<file path="config.mk">
export PLATFORM = sky130hd
export DESIGN_NAME = nonce_sweep_ctrl
export DESIGN_NICKNAME = d
export VERILOG_FILES = /design/src/rtl/sha256_regs_pkg.sv /design/src/rtl/digest_cmp.sv /design/src/rtl/nonce_sweep_ctrl.sv
export SDC_FILE = /design/constraint.sdc
export NUM_CORES = 1
export LEC_CHECK = 0
export ABC_CLOCK_PERIOD_IN_PS = 5720
export CAP_MARGIN = 20
export CORE_MARGIN = 2
export CORE_UTILIZATION = 50
export CTS_BUF_LIST = sky130_fd_sc_hd__clkbuf_4 sky130_fd_sc_hd__clkbuf_8 sky130_fd_sc_hd__clkbuf_16
export CTS_CLUSTER_SIZE = 30
export DETAILED_ROUTE_END_ITERATION = 10
export MAX_ROUTING_LAYER = met4
export PLACE_DENSITY = 0.81
export RECOVER_POWER = 50
export SLEW_MARGIN = 30
export SYNTH_ARGS = -nofsm -noshare
export SYNTH_HDL_FRONTEND = slang
export SYNTH_HIERARCHICAL = 1
export SYNTH_SLANG_ARGS = --single-unit
</file>
<file path="constraint.sdc">
create_clock -name clk -period 5.72 [get_ports clk]
set_input_delay 1.144 -clock clk [delete_from_list [all_inputs] [get_ports clk]]
set_output_delay 1.144 -clock clk [all_outputs]
set_load 0.005 [all_outputs]
</file>
<file path="src/rtl/sha256_regs_pkg.sv">
// Register map and bit positions of the sha256 core's bus, plus the sweep FSM state type.
// Shared by every controller that masters the core.
package sha256_regs_pkg;

    localparam logic [7:0] ADDR_CTRL    = 8'h08;
    localparam logic [7:0] ADDR_STATUS  = 8'h09;
    localparam logic [7:0] ADDR_BLOCK0  = 8'h10;
    localparam logic [7:0] ADDR_DIGEST0 = 8'h20;

    localparam int CTRL_INIT_BIT    = 0;
    localparam int CTRL_MODE_BIT    = 2;
    localparam int STATUS_VALID_BIT = 1;

    localparam logic MODE_SHA_224 = 1'b0;
    localparam logic MODE_SHA_256 = 1'b1;

    typedef enum logic [2:0] {
        ST_IDLE,
        ST_LOAD,
        ST_START,
        ST_SETTLE,
        ST_POLL,
        ST_CMP
    } sweep_state_t;

endpackage

</file>
<file path="src/rtl/digest_cmp.sv">
// Unsigned single-word magnitude compare of a digest word against a target word.
module digest_cmp #(
    parameter int BITS = 32
) (
    input  logic [BITS-1:0] a,
    input  logic [BITS-1:0] b,
    output logic            lt,
    output logic            eq,
    output logic            gt
);

    always_comb begin
        lt = (a < b);
        eq = (a == b);
        gt = (a > b);
    end

endmodule

</file>
<file path="src/rtl/nonce_sweep_ctrl.sv">
// Autonomous nonce sweep: loads a buffered block into the sha256 core once per nonce,
// polls for the digest and stops on the first digest strictly below the target.
module nonce_sweep_ctrl
    import sha256_regs_pkg::*;
#(
    parameter int BITS         = 32,
    parameter int BLOCK_WORDS  = 16,
    parameter int NONCE_IDX    = 3,
    parameter int NONCE_STEP   = 1,
    parameter int CMP_WORDS    = 2,
    parameter int POLL_TIMEOUT = 1024
) (
    input  logic                          clk,
    input  logic                          reset_n,
    input  logic                          blk_wr_en,
    input  logic [$clog2(BLOCK_WORDS)-1:0] blk_wr_addr,
    input  logic [BITS-1:0]               blk_wr_data,
    input  logic [BITS-1:0]               nonce_start,
    input  logic [BITS-1:0]               nonce_end,
    input  logic [CMP_WORDS*BITS-1:0]     target,
    input  logic                          mode,
    input  logic                          start,
    input  logic                          abort,
    output logic                          busy,
    output logic                          found,
    output logic                          done,
    output logic                          err,
    output logic [BITS-1:0]               found_nonce,
    output logic [BITS-1:0]               cur_nonce,
    output logic [BITS-1:0]               hash_count,
    output logic                          sha_cs,
    output logic                          sha_we,
    output logic [7:0]                    sha_address,
    output logic [BITS-1:0]               sha_write_data,
    input  logic [BITS-1:0]               sha_read_data
);

    localparam int IDX_W = $clog2(BLOCK_WORDS);
    localparam int K_W   = (CMP_WORDS > 1) ? $clog2(CMP_WORDS) : 1;
    localparam int PC_W  = $clog2(POLL_TIMEOUT + 1);

    sweep_state_t               state_reg, state_next;
    logic [IDX_W-1:0]           load_idx_reg, load_idx_next;
    logic [K_W-1:0]             cmp_k_reg, cmp_k_next;
    logic [PC_W-1:0]            poll_cnt_reg, poll_cnt_next;
    logic [BITS-1:0]            cur_nonce_reg, cur_nonce_next;
    logic [BITS-1:0]            hash_count_reg, hash_count_next;
    logic [BITS-1:0]            found_nonce_reg, found_nonce_next;
    logic [BITS-1:0]            nonce_end_reg, nonce_end_next;
    logic [CMP_WORDS*BITS-1:0]  target_reg, target_next;
    logic                       mode_reg, mode_next;
    logic                       found_reg, found_next;
    logic                       done_reg, done_next;
    logic                       err_reg, err_next;

    // Block buffer with registered read; the read address runs one word ahead of
    // the word being written so the data is ready when LOAD reaches it.
    logic [BITS-1:0]  blk_mem [BLOCK_WORDS];
    logic [BITS-1:0]  blk_rd_reg;
    logic [IDX_W-1:0] rd_addr;
    logic             load_last;

    assign load_last = (load_idx_reg == IDX_W'(BLOCK_WORDS - 1));

    always_comb begin
        rd_addr = '0;
        if (state_reg == ST_LOAD && !load_last) begin
            rd_addr = load_idx_reg + IDX_W'(1);
        end
    end

    always_ff @(posedge clk) begin
        if (blk_wr_en && state_reg == ST_IDLE) begin
            blk_mem[blk_wr_addr] <= blk_wr_data;
        end
        blk_rd_reg <= blk_mem[rd_addr];
    end

    logic [BITS-1:0] target_words [CMP_WORDS];
    generate
        for (genvar gi = 0; gi < CMP_WORDS; gi++) begin : g_target_words
            assign target_words[gi] = target_reg[(CMP_WORDS-1-gi)*BITS +: BITS];
        end
    endgenerate

    logic cmp_lt, cmp_eq, cmp_gt, cmp_last;
    assign cmp_last = (cmp_k_reg == K_W'(CMP_WORDS - 1));

    digest_cmp #(.BITS(BITS)) u_digest_cmp (
        .a  (sha_read_data),
        .b  (target_words[cmp_k_reg]),
        .lt (cmp_lt),
        .eq (cmp_eq),
        .gt (cmp_gt)
    );

    // Bus strobes are a pure decode of the current state.
    always_comb begin
        sha_cs         = 1'b0;
        sha_we         = 1'b0;
        sha_address    = 8'h00;
        sha_write_data = '0;
        case (state_reg)
            ST_LOAD: begin
                sha_cs         = 1'b1;
                sha_we         = 1'b1;
                sha_address    = ADDR_BLOCK0 + 8'(load_idx_reg);
                sha_write_data = (load_idx_reg == IDX_W'(NONCE_IDX)) ? cur_nonce_reg : blk_rd_reg;
            end
            ST_START: begin
                sha_cs                        = 1'b1;
                sha_we                        = 1'b1;
                sha_address                   = ADDR_CTRL;
                sha_write_data[CTRL_INIT_BIT] = 1'b1;
                sha_write_data[CTRL_MODE_BIT] = mode_reg;
            end
            ST_POLL: begin
                sha_cs      = 1'b1;
                sha_address = ADDR_STATUS;
            end
            ST_CMP: begin
                sha_cs      = 1'b1;
                sha_address = ADDR_DIGEST0 + 8'(cmp_k_reg);
            end
            default: ;
        endcase
    end

    always_comb begin
        state_next       = state_reg;
        load_idx_next    = load_idx_reg;
        cmp_k_next       = cmp_k_reg;
        poll_cnt_next    = poll_cnt_reg;
        cur_nonce_next   = cur_nonce_reg;
        hash_count_next  = hash_count_reg;
        found_nonce_next = found_nonce_reg;
        nonce_end_next   = nonce_end_reg;
        target_next      = target_reg;
        mode_next        = mode_reg;
        found_next       = found_reg;
        done_next        = done_reg;
        err_next         = err_reg;

        if (abort) begin
            state_next = ST_IDLE;
        end else begin
            case (state_reg)
                ST_IDLE: begin
                    if (start) begin
                        nonce_end_next  = nonce_end;
                        target_next     = target;
                        mode_next       = mode;
                        cur_nonce_next  = nonce_start;
                        hash_count_next = '0;
                        found_next      = 1'b0;
                        done_next       = 1'b0;
                        err_next        = 1'b0;
                        load_idx_next   = '0;
                        state_next      = ST_LOAD;
                    end
                end
                ST_LOAD: begin
                    load_idx_next = load_idx_reg + IDX_W'(1);
                    if (load_last) begin
                        load_idx_next = '0;
                        state_next    = ST_START;
                    end
                end
                ST_START: state_next = ST_SETTLE;
                ST_SETTLE: begin
                    poll_cnt_next = '0;
                    state_next    = ST_POLL;
                end
                ST_POLL: begin
                    if (sha_read_data[STATUS_VALID_BIT]) begin
                        cmp_k_next = '0;
                        state_next = ST_CMP;
                    end else if (poll_cnt_reg == PC_W'(POLL_TIMEOUT - 1)) begin
                        err_next   = 1'b1;
                        state_next = ST_IDLE;
                    end else begin
                        poll_cnt_next = poll_cnt_reg + PC_W'(1);
                    end
                end
                ST_CMP: begin
                    if (cmp_lt) begin
                        hash_count_next  = hash_count_reg + BITS'(1);
                        found_next       = 1'b1;
                        found_nonce_next = cur_nonce_reg;
                        state_next       = ST_IDLE;
                    end else if (cmp_gt || (cmp_eq && cmp_last)) begin
                        // An all-equal digest is a miss: the hit rule is strictly-less.
                        hash_count_next = hash_count_reg + BITS'(1);
                        if (cur_nonce_reg == nonce_end_reg) begin
                            done_next  = 1'b1;
                            state_next = ST_IDLE;
                        end else begin
                            cur_nonce_next = cur_nonce_reg + BITS'(NONCE_STEP);
                            load_idx_next  = '0;
                            state_next     = ST_LOAD;
                        end
                    end else begin
                        cmp_k_next = cmp_k_reg + K_W'(1);
                    end
                end
                default: state_next = ST_IDLE;
            endcase
        end
    end

    always_ff @(posedge clk) begin
        if (!reset_n) begin
            state_reg       <= ST_IDLE;
            load_idx_reg    <= '0;
            cmp_k_reg       <= '0;
            poll_cnt_reg    <= '0;
            cur_nonce_reg   <= '0;
            hash_count_reg  <= '0;
            found_nonce_reg <= '0;
            nonce_end_reg   <= '0;
            target_reg      <= '0;
            mode_reg        <= 1'b0;
            found_reg       <= 1'b0;
            done_reg        <= 1'b0;
            err_reg         <= 1'b0;
        end else begin
            state_reg       <= state_next;
            load_idx_reg    <= load_idx_next;
            cmp_k_reg       <= cmp_k_next;
            poll_cnt_reg    <= poll_cnt_next;
            cur_nonce_reg   <= cur_nonce_next;
            hash_count_reg  <= hash_count_next;
            found_nonce_reg <= found_nonce_next;
            nonce_end_reg   <= nonce_end_next;
            target_reg      <= target_next;
            mode_reg        <= mode_next;
            found_reg       <= found_next;
            done_reg        <= done_next;
            err_reg         <= err_next;
        end
    end

    assign busy        = (state_reg != ST_IDLE);
    assign found       = found_reg;
    assign done        = done_reg;
    assign err         = err_reg;
    assign found_nonce = found_nonce_reg;
    assign cur_nonce   = cur_nonce_reg;
    assign hash_count  = hash_count_reg;

endmodule

</file>
=== Word level (Yosys, flattened, before mapping) ===
Memory sizes are Yosys's and may differ from the RTL's. A register that Yosys moved wholly into a read port is not among the register bits.
Cells that the tools add are included.

* Div/mod/pow operators: 0
* Shifts and indexed selects: 0
* Add/sub/neg operators: 7
* Equal/unequal tests: 24
* Multipliers: 0
* Reduce and logical (&&, ||, !) cells: 26
* Muxes and demuxes: 54
* Bitwise operators: 3
* Magnitude comparators: 3

{| class="wikitable"
|+ Operators with widths
! kind !! count
|-
| $mux 32 || 11
|-
| $pmux 32 s2 || 2
|-
| $add 32x1->32 const B || 2
|-
| $eq 32x32->1 || 2
|-
| $gt 32x32->1 || 1
|-
| $lt 32x32->1 || 1
|-
| $mux 29 || 1
|-
| $pmux 7 s4 || 1
|-
| $mux 4 || 6
|-
| $ne 2x2->1 const B || 12
|-
| $mux 11 || 2
|-
| $pmux 11 s2 || 1
|-
| $mux 3 || 6
|-
| $pmux 3 s6 || 1
|-
| $reduce_and 6->1 || 3
|-
| $mux 1 || 16
|-
| $reduce_and 4->1 || 4
|-
| $pmux 1 s2 || 6
|-
| $pmux 4 s3 || 1
|-
| $add 11x1->11 const B || 1
|-
| $eq 11x10->1 const B || 1
|-
| $reduce_and 5->1 || 2
|-
| $reduce_bool 2->1 || 4
|-
| $add 6x1->7 const A || 1
|-
| other kinds (20) || 29
|}

* Word-level logic and storage cells: 131
* Output and inout port bits: 142
* Memories: 1
* Bits of input ports: 202
* ROM bits: 0
* Latch bits: 0
* Register bits: 215
* Bits in writable memories: 512

{| class="wikitable"
|+ Memories
! memory !! words !! bits a word !! rd ports !! clocked after memory_dff !! wr ports !! line !! source
|-
| blk_mem || 16 || 32 || 1 || 1 || 1 || nonce_sweep_ctrl.sv:58 || <nowiki>logic [BITS-1:0] blk_mem [BLOCK_WORDS];</nowiki>
|}

=== Depth between registers and ports, before layout ===
* Depth after elaboration: 10
* Gate-level depth with buffers: 18
* Depth with buffers taken out: 14

=== Modules after synthesis ===
The synthesis kept the hierarchy.

{| class="wikitable"
|+ By module, submodules not included
! module !! area an instance (um^2) !! times used !! cells each !! sequential area each (um^2)
|-
| nonce_sweep_ctrl || 31053.5 || 1 || 2462 || 20319.5
|-
| digest_cmp || 850.8 || 1 || 114 || 0.0
|}

=== Worst setup path after synthesis ===
No wires, ideal clock.

* Kind: input port to flip-flop
* From: input blk_wr_en
* To: memory blk_mem[4][0] (enable)
* Library setup time: 0.505 ns
* Path buffers: 0
* Arrival time: 4.375 ns
* Setup slack: 0.840 ns
* Cell stages on the path: 2
* Data required time: 5.215 ns
* Cell sequence: nand3_1 -> nor4_1

* Longest elaborated chain between the ends: 3

{| class="wikitable"
|+ Ends and longest elaborated chain
! element !! line !! source
|-
| start: declaration || nonce_sweep_ctrl.sv:15 || <nowiki>input logic blk_wr_en,</nowiki>
|-
| $logic_and 1x1->1 || nonce_sweep_ctrl.sv:73 || <nowiki>if (blk_wr_en && state_reg == ST_IDLE) begin</nowiki>
|-
| $mux 1 || nonce_sweep_ctrl.sv:73 ||
|-
| $mux 1 (not written as such) || nonce_sweep_ctrl.sv:74 || <nowiki>blk_mem[blk_wr_addr] <= blk_wr_data;</nowiki>
|-
| end: declaration || nonce_sweep_ctrl.sv:58 ||
|}

No other way between the ends.

=== Final worst setup path ===
* From: register load_idx_reg[0]
* To: output sha_write_data[2]

* Longest elaborated chain between the ends: 3

{| class="wikitable"
|+ Ends and longest elaborated chain
! element !! line !! source
|-
| start: declaration || nonce_sweep_ctrl.sv:43 || <nowiki>logic [IDX_W-1:0] load_idx_reg, load_idx_next;</nowiki>
|-
| start signal: assignment || nonce_sweep_ctrl.sv:228 || <nowiki>load_idx_reg <= load_idx_next;</nowiki>
|-
| $eq 4x2->1 || nonce_sweep_ctrl.sv:108 || <nowiki>sha_write_data = (load_idx_reg == IDX_W'(NONCE_IDX)) ? cur_nonce_reg : blk_rd_reg;</nowiki>
|-
| $mux 32 || nonce_sweep_ctrl.sv:108 ||
|-
| $pmux 1 s2 || nonce_sweep_ctrl.sv:103 || <nowiki>case (state_reg)</nowiki>
|-
| end: declaration || nonce_sweep_ctrl.sv:34 || <nowiki>output logic [BITS-1:0] sha_write_data,</nowiki>
|}

No other way between the ends.

==> metrics.md <==
| Metric | Value |
|---|---|
| Max FO, Critical Path | 32 |
| Number of antenna violations at the first check in global routing | 15 |
| Die area | 65850 um2 |
| Number of hold violations in the final report | 0 |
| First-pass GRT wire length | between 100000 and 150000 um |
| Number of global-route vias before repair | around 23000 |
| Post-Route Skew | between 50 and 60 ps |
| Post_cts resized | 0 |
| Setup repair after global routing missed its margin | no |
| Clock tree root buffer cell | sky130_fd_sc_hd__clkbuf_16 |
| Via Count | between 20000 and 25000 |
| Antenna Nets Post-Route | 0 |
| Post-synth top area cell | sky130_fd_sc_hd__edfxtp_1 |
| Slew Limit Headroom | -0.2418 |
| Clock edge transition at the registers on the reported setup and hold paths | approximately 60 ps |
| Leading cell types by total area after synthesis | sky130_fd_sc_hd__edfxtp_1 (48%), sky130_fd_sc_hd__dfxtp_1 (15%), sky130_fd_sc_hd__mux4_2 (6.1%) |
| Maximum number of buffers from clock root to sink | 3 |
| Cell type of the slowest stage on the worst timing path | sky130_fd_sc_hd__ha_1 |
| Total number of H-tree levels | 3 |
| # hold bufs at CTS | 0 |
| Max Clk Rate | 197.4 MHz |
| Hold Path Class | reg -> reg |
| Unique masters post-synth | 83 |
| Area added between synthesis and finish | 21.75% |
| Flip-flop cell with the highest count after synthesis | sky130_fd_sc_hd__edfxtp_1 |
| Aggregate negative setup slack | 0 ps |
| Period minus WS final | ~5000 ps |
| Leakage dissipation | 0.01331 uW |
| Number of clock sinks seen by CTS | 759 |
| Hpwl dp | between 60000 and 70000 um |
| Share of the synthesized area in the top cell type | 0.4819 |
| Fraction of the core area covered by cells at the end of the flow | 0.6158 |
| Violated checks | capacitance limit, slew limit |
| Number of synthesized flops with an enable pin | between 500 and 600 |
| Number of slew-limit violations in the final report | 75 |
| CTS tree | done |
| Standard-cell row count | 92 |
| Horiz. Die Dim | 256.6 um |
| FFs w/ async S/R, synth | 0 |
| Critical path buffer and inverter count | 2 |
| Sequential area share after synthesis | 0.6369 |
| Worst path required time | 4580 ps |
| Worst IR drop on VDD | 0.2208 mV |
| Quantity of I/O buffers inserted on ports | 341 |
| Clock latency reported for the late side of the worst-skew pair | 660 ps |
| Number of vias per cell after detailed routing | a little over 6 |
| Dominant cell type by count on the critical path | sky130_fd_sc_hd__a21oi_1 |
| Cell-by-cell listing of the critical path | ha_1 > nand2b_1 > nor2_2 > buf_4 > nand2_1 > a21oi_1 > a21oi_1 > nor2_1 > clkdlybuf4s50_1 |
| Worst setup SP type | flop |
| # IOs | 344 |
| Mean area per synthesized cell | 12.39 um2 |
| Pwr Density | ~300 nW/um2 |
| Synth warnings | 6 |
| Combined area of all synthesized cells | 31900 um2 |
| Die Span Y | 256.6 um |
| Drt first-iter violations | roughly 2800 |
| Slew at the pin closest to its max-slew limit | 1848 ps |
| Gpl congestion | 0.9430 |
| Number of flip-flops under the largest register name | roughly 500 |
| Period Utilization, post-route | 0.8858 |
| Total of endpoints with negative setup slack in the final report | 0 |
| Post-synthesis cell count | 2576 |
| Number of CTS-inserted buffers | roughly 80 |
| Total DRC errors in the routed layout | 0 |
| Delay of the slowest cell on the worst path | 700 ps |
| Standard cell core area | 63080 um2 |
| Final Net Count | 3108 |
| Tot GR Track Use | 0.2941 |
| Final routed wirelength across all metal layers | 95540 um |
| Critical path class | reg -> out |
| Cell family contributing the most delay on the critical path | buffers and inverters |
| Buffers inserted by post-CTS timing repair | 0 |
| Share of post-route cells with drive strength above 1 | 0.1158 |
| Count of state elements after synthesis | around 760 |
| Maximum number of pins on one net before global-route repair | 83 |
| Post-DR wirelength/cell | 25.17 um |
| Count of maximum capacitance violations | 5 |
| Arr. time, crit path | 3920 ps |
| Initial Util | 0.5058 |
| Grt ovf | 0 |
| Run status | complete, but fails checks |
| Setup crit end kind | output pin |
| First drt pass iteration count | 6 |
[per-stage QoR]
step | area (um2) | power, uW | cells | worst slack (ps) | hold slack, ps
3_3_place_gp | 36160 | 6787 | 3634 | 761.1 | 440.1
6_report | 38840 | 11970 | 3795 | 652.9 | 449.9
4_1_cts | 38900 | 12000 | 3781 | 672.9 | 453.7
3_5_place_dp | 36210 | 6814 | 3635 | 594.6 | 445.8
5_1_grt | 38840 | 12260 | 3793 | 452.4 | 467.7
2_1_floorplan | 31910 | 6419 | 2577 | 840.4 | 432.9
[cells in the mapped netlist (all sizes together), types with 4 or more instances]
cell    number
ha          36
or3         17
o31a         5
nor3        38
o211ai      37
nand3b       5
o21bai       5
mux2        32
o21ai       63
mux4        86
or4          5
a21o         4
nor2        87
and4        11
inv         52
edfxtp     512
xor2        46
nor4        27
nand2      448
o31ai       11
a21oi      250
and3        15
mux2i       60
and2         8
nand2b      35
a31oi       15
dfxtp      247
buf         55
a211oi      14
nand4       34
nand3       65
a32o         4
nor2b       10
o22ai       33
xnor2       23
clkbuf     127
[routing by layer]
metal / track usage / vias up / share of wire
li1: - / 10140 / -
met1: 0.3638 / 11330 / 0.38
met2: 0.4695 / 1308 / 0.48
met3: 0.06643 / 227 / 0.097
met4: 0.1202 / 0 / 0.038
met5: - / - / 0
[cell usage in the layout, fill, tap and decap left out, types with 15 or more instances in the layout]
master                            instances
sky130_fd_sc_hd__ha_1                    36
sky130_fd_sc_hd__mux2_2                  32
sky130_fd_sc_hd__or3_1                   16
sky130_fd_sc_hd__dlygate4sd3_1          101
sky130_fd_sc_hd__nor3_1                  33
sky130_fd_sc_hd__mux4_2                  86
sky130_fd_sc_hd__nor4_1                  24
sky130_fd_sc_hd__nor2_1                  81
sky130_fd_sc_hd__mux2i_1                 60
sky130_fd_sc_hd__xor2_1                  46
sky130_fd_sc_hd__clkbuf_16               78
sky130_fd_sc_hd__a21oi_1                249
sky130_fd_sc_hd__clkinv_2                16
sky130_fd_sc_hd__edfxtp_1               512
sky130_fd_sc_hd__inv_1                   50
sky130_fd_sc_hd__nand3_1                 64
sky130_fd_sc_hd__a31oi_1                 15
sky130_fd_sc_hd__o22ai_1                 33
sky130_fd_sc_hd__o211ai_1                37
sky130_fd_sc_hd__clkdlybuf4s50_1        240
sky130_fd_sc_hd__nand2_1                447
sky130_fd_sc_hd__dfxtp_1                246
sky130_fd_sc_hd__nand4_1                 31
sky130_fd_sc_hd__nand2b_1                34
sky130_fd_sc_hd__buf_4                   45
sky130_fd_sc_hd__o21ai_0                 56
sky130_fd_sc_hd__xnor2_1                 23
[tightest hold or removal path: stages, from the launching register on]
cell and delay (ps):
sky130_fd_sc_hd__dfxtp_1 300, sky130_fd_sc_hd__nand2_1 50, sky130_fd_sc_hd__a21oi_1 50
[final cells by class]
class | count | area, um2
fillers | 4646 | 24240
flip-flops and latches | 759 | 20320
multi-input cells | 1584 | 10690
repair buffers | 395 | 3857
clock buffers | 97 | 2126
well taps | 846 | 1059
clock inverters | 49 | 558.0
inverters | 52 | 197.7
diodes | 13 | 32.53
[power breakdown]
part           switching [uW]  internal, uW  leakage [uW]
combinational             380           296       0.00535
sequential               81.8          5950       0.00664
clock                    2260          3010       0.00133
[logic make-up after synthesis]
family,count (synthesis),share of synthesized area
and+or+nand+nor,815,0.1176
DFF,759,0.6369
AOI/OAI and AO/OA,484,0.09051
buffers and inverters,234,0.03102
muxes,178,0.09083
xor gates and xnor gates,69,0.01894
adders and majority gates,36,0.01412
other,1,0.0001175
[final timing paths]
path         slack (ps)  cells after the start           endpoint       startpoint
max                 650                      9  sha_write_data[2]  load_idx_reg[0]
min                 450                      2     target_reg[39]   target_reg[39]
max reg2reg         920                     14      cur_nonce[12]        cmp_k_reg
min reg2reg         450                      2     target_reg[39]   target_reg[39]
(Power assumes the default switching activity.)
